## src/rtl/reg_port_arbiter_pkg.sv

```systemverilog
// Shared types and constants for the register-port arbiter.
package reg_port_arbiter_pkg;

    localparam int DATA_W_DEFAULT = 16;

    typedef enum logic [1:0] {
        IDLE   = 2'd0,
        GNT_W1 = 2'd1,
        GNT_W2 = 2'd2,
        GNT_RD = 2'd3
    } state_t;

endpackage

```

## src/rtl/rr_arb2.sv

```systemverilog
// Two-way round-robin pick between the writers; owns the wr_ptr flop.
module rr_arb2 (
    input  logic clk,
    input  logic reset,
    input  logic req_1,
    input  logic req_2,
    input  logic take,
    output logic sel_2
);

    logic wr_ptr_q;
    logic wr_ptr_d;

    always_comb begin
        sel_2    = (req_1 && req_2) ? wr_ptr_q : req_2;
        wr_ptr_d = wr_ptr_q;
        // After a grant the pointer favours the writer that lost.
        if (take) begin
            wr_ptr_d = ~sel_2;
        end
    end

    always_ff @(posedge clk or negedge reset) begin
        if (!reset) begin
            wr_ptr_q <= 1'b0;
        end else begin
            wr_ptr_q <= wr_ptr_d;
        end
    end

endmodule

```

## src/rtl/reg_port_arbiter.sv

```systemverilog
// Single-word register shared by two writers and one reader, one grant at a time.
// Optional write-grant counter enabled by defining REG_PORT_ARBITER_WRCNT_EN.
module reg_port_arbiter
    import reg_port_arbiter_pkg::*;
#(
    parameter int DATA_W = DATA_W_DEFAULT
) (
    input  logic              clk,
    input  logic              reset,
    input  logic              wr_req_1,
    input  logic [DATA_W-1:0] wr_data_1,
    input  logic              wr_req_2,
    input  logic [DATA_W-1:0] wr_data_2,
    input  logic              rd_req,
    output logic              wr_gnt_1,
    output logic              wr_gnt_2,
    output logic              rd_valid,
    output logic [DATA_W-1:0] rd_data,
    output logic              busy
`ifdef REG_PORT_ARBITER_WRCNT_EN
    ,
    output logic [7:0]        wr_count
`endif
);

    state_t              state_q, state_d;
    logic [DATA_W-1:0]   storage_q, storage_d;
    logic [DATA_W-1:0]   rd_data_q, rd_data_d;
    logic                rd_valid_q, rd_valid_d;
    logic                last_rd_q, last_rd_d;
    logic                gnt_1_q, gnt_1_d;
    logic                gnt_2_q, gnt_2_d;
    logic                busy_q, busy_d;
    logic                wr_any;
    logic                take;
    logic                sel_2;

    rr_arb2 u_rr_arb2 (
        .clk   (clk),
        .reset (reset),
        .req_1 (wr_req_1),
        .req_2 (wr_req_2),
        .take  (take),
        .sel_2 (sel_2)
    );

    always_comb begin
        state_d    = state_q;
        storage_d  = storage_q;
        rd_data_d  = rd_data_q;
        rd_valid_d = 1'b0;
        last_rd_d  = last_rd_q;
        take       = 1'b0;
        wr_any     = wr_req_1 || wr_req_2;
        case (state_q)
            IDLE: begin
                // A read wins a tie only if the previous grant was a write.
                if (rd_req && (!wr_any || !last_rd_q)) begin
                    state_d   = GNT_RD;
                    last_rd_d = 1'b1;
                end else if (wr_any) begin
                    take      = 1'b1;
                    state_d   = sel_2 ? GNT_W2 : GNT_W1;
                    last_rd_d = 1'b0;
                end
            end
            GNT_W1: begin
                storage_d = wr_data_1;
                state_d   = IDLE;
            end
            GNT_W2: begin
                storage_d = wr_data_2;
                state_d   = IDLE;
            end
            GNT_RD: begin
                rd_data_d  = storage_q;
                rd_valid_d = 1'b1;
                state_d    = IDLE;
            end
            default: state_d = IDLE;
        endcase
        gnt_1_d = (state_d == GNT_W1);
        gnt_2_d = (state_d == GNT_W2);
        busy_d  = (state_d != IDLE);
    end

    always_ff @(posedge clk or negedge reset) begin
        if (!reset) begin
            state_q    <= IDLE;
            storage_q  <= '0;
            rd_data_q  <= '0;
            rd_valid_q <= 1'b0;
            last_rd_q  <= 1'b0;
            gnt_1_q    <= 1'b0;
            gnt_2_q    <= 1'b0;
            busy_q     <= 1'b0;
        end else begin
            state_q    <= state_d;
            storage_q  <= storage_d;
            rd_data_q  <= rd_data_d;
            rd_valid_q <= rd_valid_d;
            last_rd_q  <= last_rd_d;
            gnt_1_q    <= gnt_1_d;
            gnt_2_q    <= gnt_2_d;
            busy_q     <= busy_d;
        end
    end

    assign wr_gnt_1 = gnt_1_q;
    assign wr_gnt_2 = gnt_2_q;
    assign rd_valid = rd_valid_q;
    assign rd_data  = rd_data_q;
    assign busy     = busy_q;

`ifdef REG_PORT_ARBITER_WRCNT_EN
    logic [7:0] wr_count_q, wr_count_d;

    always_comb begin
        wr_count_d = wr_count_q;
        if (take && (wr_count_q != 8'hFF)) begin
            wr_count_d = wr_count_q + 8'd1;
        end
    end

    always_ff @(posedge clk or negedge reset) begin
        if (!reset) begin
            wr_count_q <= 8'd0;
        end else begin
            wr_count_q <= wr_count_d;
        end
    end

    assign wr_count = wr_count_q;
`endif

endmodule
```

## config.mk

```make
export PLATFORM = sky130hd
export DESIGN_NAME = reg_port_arbiter
export DESIGN_NICKNAME = d
export VERILOG_FILES = /design/src/rtl/reg_port_arbiter_pkg.sv /design/src/rtl/rr_arb2.sv /design/src/rtl/reg_port_arbiter.sv
export SDC_FILE = /design/constraint.sdc
export NUM_CORES = 1
export LEC_CHECK = 0
export CORE_MARGIN = 3
export CORE_UTILIZATION = 45
export DETAILED_ROUTE_END_ITERATION = 12
export HOLD_SLACK_MARGIN = 0.08
export PLACE_DENSITY = 0.82
export SYNTH_ARGS = -nofsm -noshare
export SYNTH_HDL_FRONTEND = slang
export SYNTH_SLANG_ARGS = --single-unit
```

## constraint.sdc

```tcl
create_clock -name clk -period 1.5 [get_ports clk]
set_input_delay 0.3 -clock clk [delete_from_list [all_inputs] [get_ports clk]]
set_output_delay 0.3 -clock clk [all_outputs]
set_load 0.02 [all_outputs]
```

==> flow_metrics.py <==
metrics = {
    "clock_network": {
        "clock_sinks": 40,
        "clock_latency_ns": 0.29,
        "post_cts_buffers": 0,
        "cts-root-buf": "clkbuf_8",
        "cts_buffers": 5,
        "tritoncts": "built",
        "ctsHtreeMaxLevel": 2,
        "cts_max_path_buffers": 2,
        "clkTransAtPathRegs_ns": 0.07,
    },
    "power": {
        "power_mw": 4.808,
        "p_sw_share_pct": 38.31,
        "seq_power_share_pct": 39.0,
        "p_switching_mw": 1.842,
        "p_leak_nw": 1.026,
        "power.internal_mw": 2.966,
        "power_frac_comb_pct": 47.4,
        "ir_drop_uv": 1046,
        "clkPwrFrac_pct": 13.7,
        "powerDensity_mw_per_mm2": 1990,
    },
    "grt": {
        "antenna_found_initial": 0,
        "grt_usage_pct": 17.58,
        "grt_pass1_vias": 1316,
        "grt_pass1_wl_um": 5913,
        "gr-total-overflow": 0,
        "grt_max_degree": 41,
    },
    "timing": {
        "hold_violations": 0,
        "slew_headroom_pct": 67.13,
        "finalCriticalPeriod_ns": 1.375,
        "grt_setup_unrepaired": "no",
        "fmax_mhz": 727.1,
        "fin_crit_sh_pct": 91.69,
        "tightestPinTransition_ns": 0.4930,
        "skew_ns": 0.002527,
        "final_max_slew_viol_count": 0,
        "setup_viol": 0,
    },
    "setup_path": {
        "worstPathCellList": "inv_1 > ha_1 > buf_4 > mux2i_1 > a21oi_1",
        "worstPathArrival_ns": 1.54,
        "critPathMaxFanout": 7,
        "path_delay_family": "flip-flops",
        "critPathBufInv": 2,
        "required_ns": 1.67,
        "end_kind": "flop",
        "crit_slowest_cell": "dfrtp_1",
        "cp-start-kind": "flop",
        "cp_slowest_stage_delay_ns": 0.41,
        "crit_type": "reg2reg",
    },
    "yosys": {
        "synth_top_family_by_area": "multiplexers",
        "synthMuxAreaShare_pct": 19.68,
        "syn_inst": 135,
        "yosysWarnings": 0,
        "synth_xor_area_share_pct": 0,
        "ys_seq_area_share_pct": 57.89,
        "synth_nets": 176,
        "postSynthAreaPerCell_um2": 12.81,
        "yosysUniqueCellTypes": 25,
        "synthAdderAreaFrac_pct": 2.894,
        "yosys.area_share.simple_pct": 5.789,
        "synth-seq-cells": 40,
        "synth_compound_area_share_pct": 10.27,
        "netlist_area_mm2": 0.001729,
    },
    "drt": {
        "drc": 0,
        "vias": 1268,
        "drtIter0Drc": 42,
        "firstDrtPassIters": 3,
        "vias_per_cell": 5.154,
        "ant_nets": 0,
        "wire_per_inst_um": 15.39,
        "routed_wl_um": 3787,
    },
    "cells_and_area": {
        "diodes": 0,
        "post-route-util_pct": 68.62,
        "nFillCells": 294,
        "multi_input_area_um2": 668.1,
        "drive_gt1_share_pct": 17.00,
        "register_area_mm2": 0.001001,
        "syn_to_final_growth_pct": 39.73,
        "nets": 241,
    },
    "floorplanning": {
        "io_pins": 57,
        "die_y_um": 67.99,
        "floorplan.die_area_mm2": 0.004623,
        "rows": 21,
        "core_area_mm2": 0.003521,
        "die-width_um": 67.99,
        "start_util_pct": 49.11,
    },
    "status": {
        "outcome": "finished clean",
    },
    "flow_run": {
        "maxCapViolations": 0,
    },
    "placement": {
        "portBuffers": 56,
        "place_hpwl_um": 2890,
        "gp_congestion": 0.8366,
    },
    "hold_path": {
        "hold_path_class": "reg2reg",
    },
}
==> cell usage after synthesis <==
master / number / area, um^2
nor2_1: 17 / 63.81
inv_1: 3 / 11.26
and2b_1: 1 / 7.510
o21bai_1: 1 / 7.510
mux2_2: 16 / 180.2
a31oi_1: 1 / 6.260
and2_1: 1 / 6.260
o21ba_1: 1 / 10.01
a21oi_1: 16 / 80.08
o21ai_0: 1 / 5.000
nand3_1: 1 / 5.000
a21bo_2: 1 / 10.01
a211oi_4: 1 / 20.02
a22o_1: 1 / 8.760
clkbuf_1: 1 / 3.750
a41oi_1: 2 / 17.52
a31oi_2: 1 / 12.51
nor3_1: 1 / 5.000
ha_1: 4 / 50.05
nand2b_1: 2 / 12.51
buf_6: 2 / 22.52
mux2i_1: 16 / 160.2
dfrtp_1: 40 / 1001
buf_2: 3 / 15.01
buf_4: 1 / 7.510
==> layer usage <==
| metal | share of wire [%] | global-route usage, % | wire [um] |
|---|---|---|---|
| met1 | 40 | 18.64 | 1503 |
| met4 | 1.3 | 5.955 | 48 |
| met2 | 51 | 31.77 | 1945 |
| met5 | 0 | 0 | 0 |
| met3 | 7.6 | 6.568 | 289 |
==> repair_timing <==
item / 4_1_cts / 5_1_grt
endpoints found under the setup margin: 20 / 0
hold buffers: 1 / 0
gates resized for setup: 20 / 0
endpoints found under the hold margin: 21 / 0
==> cell usage in the layout (no fill, tap or decap), types with 2 or more instances in the layout <==
master           netlist  routed
dlygate4sd2_1          0      20
a21oi_1               16      16
nor2_1                17      17
a41oi_1                2       2
mux2i_1               16      16
ha_1                   4       4
clkdlybuf4s50_1        0      35
inv_1                  3       3
mux2_2                16      16
buf_4                  1       8
nand2b_1               2       2
clkbuf_8               0       5
dfrtp_1               40      40
==> logic make-up after synthesis <==
group | count (synthesis)
compound gates | 26
fa+ha+maj | 4
buf+inv | 10
flops | 40
mux | 32
simple gates | 23
==> cell type report <==
type,instances,share of cell area (%)
Sequential cell,40,41.43
Multi-Input combinational cell,85,27.65
Timing Repair Buffer,65,24.86
Clock buffer,6,3.004
Tap cell,46,2.382
Inverter,3,0.4661
Clock inverter,1,0.2071
==> per-stage QoR <==
| stage | TNS [ns] | cell area (um^2) | hold WS (ns) | setup WS, ns | std cells |
|---|---|---|---|---|---|
| 3_3_place_gp | -0.01294 | 2354 | 0.3712 | -0.01294 | 238 |
| 3_5_place_dp | -0.1594 | 2354 | 0.3841 | -0.1115 | 238 |
| 4_1_cts | 0 | 2416 | 0.5095 | 0.1065 | 246 |
| 6_report | 0 | 2416 | 0.5043 | 0.1246 | 246 |
| 2_1_floorplan | 0 | 1729 | 0.004409 | 0.1939 | 135 |
| 5_1_grt | 0 | 2416 | 0.5187 | 0.03300 | 246 |
==> worst paths after layout <==
check	start	endpoint	slack, ns	cells past startpoint
max reg2reg	state_q[0]	storage_q[14]	0.12	5
max in group asynchronous	reset	storage_q[4]	0.56	3
min	rd_data[5]	rd_data[5]	0.50	1
min reg2reg	rd_data[5]	rd_data[5]	0.50	1
max	state_q[0]	storage_q[14]	0.12	5
min in group asynchronous	reset	storage_q[15]	0.60	3
==> registers in the layout, indices dropped and copies added (netlist names) <==
register and flops:
storage_q 16, rd_data 16, wr_gnt_1 1, u_rr_arb2.wr_ptr_q 1, rd_valid 1, state_q 2
last_rd_q 1, busy 1, wr_gnt_2 1
==> power by group through the flow <==
| stage | Clock (mW) | Sequential (mW) | Combinational [mW] |
|---|---|---|---|
| after detailed placement | 0 | 1.91 | 2.46 |
| final | 0.657 | 1.87 | 2.28 |
| after global placement | 0 | 1.86 | 2.37 |
| after CTS | 0.664 | 1.88 | 2.31 |
| after global routing | 0.722 | 1.94 | 2.50 |
| after floorplan | 0 | 2.13 | 1.28 |
==> worst reg2reg max path: stages, from the launching register on <==
cell and delay, ns:
dfrtp_1 0.41, inv_1 0.12, ha_1 0.17, buf_4 0.19
mux2i_1 0.27, a21oi_1 0.10
Power figures use the tool's default switching activity.
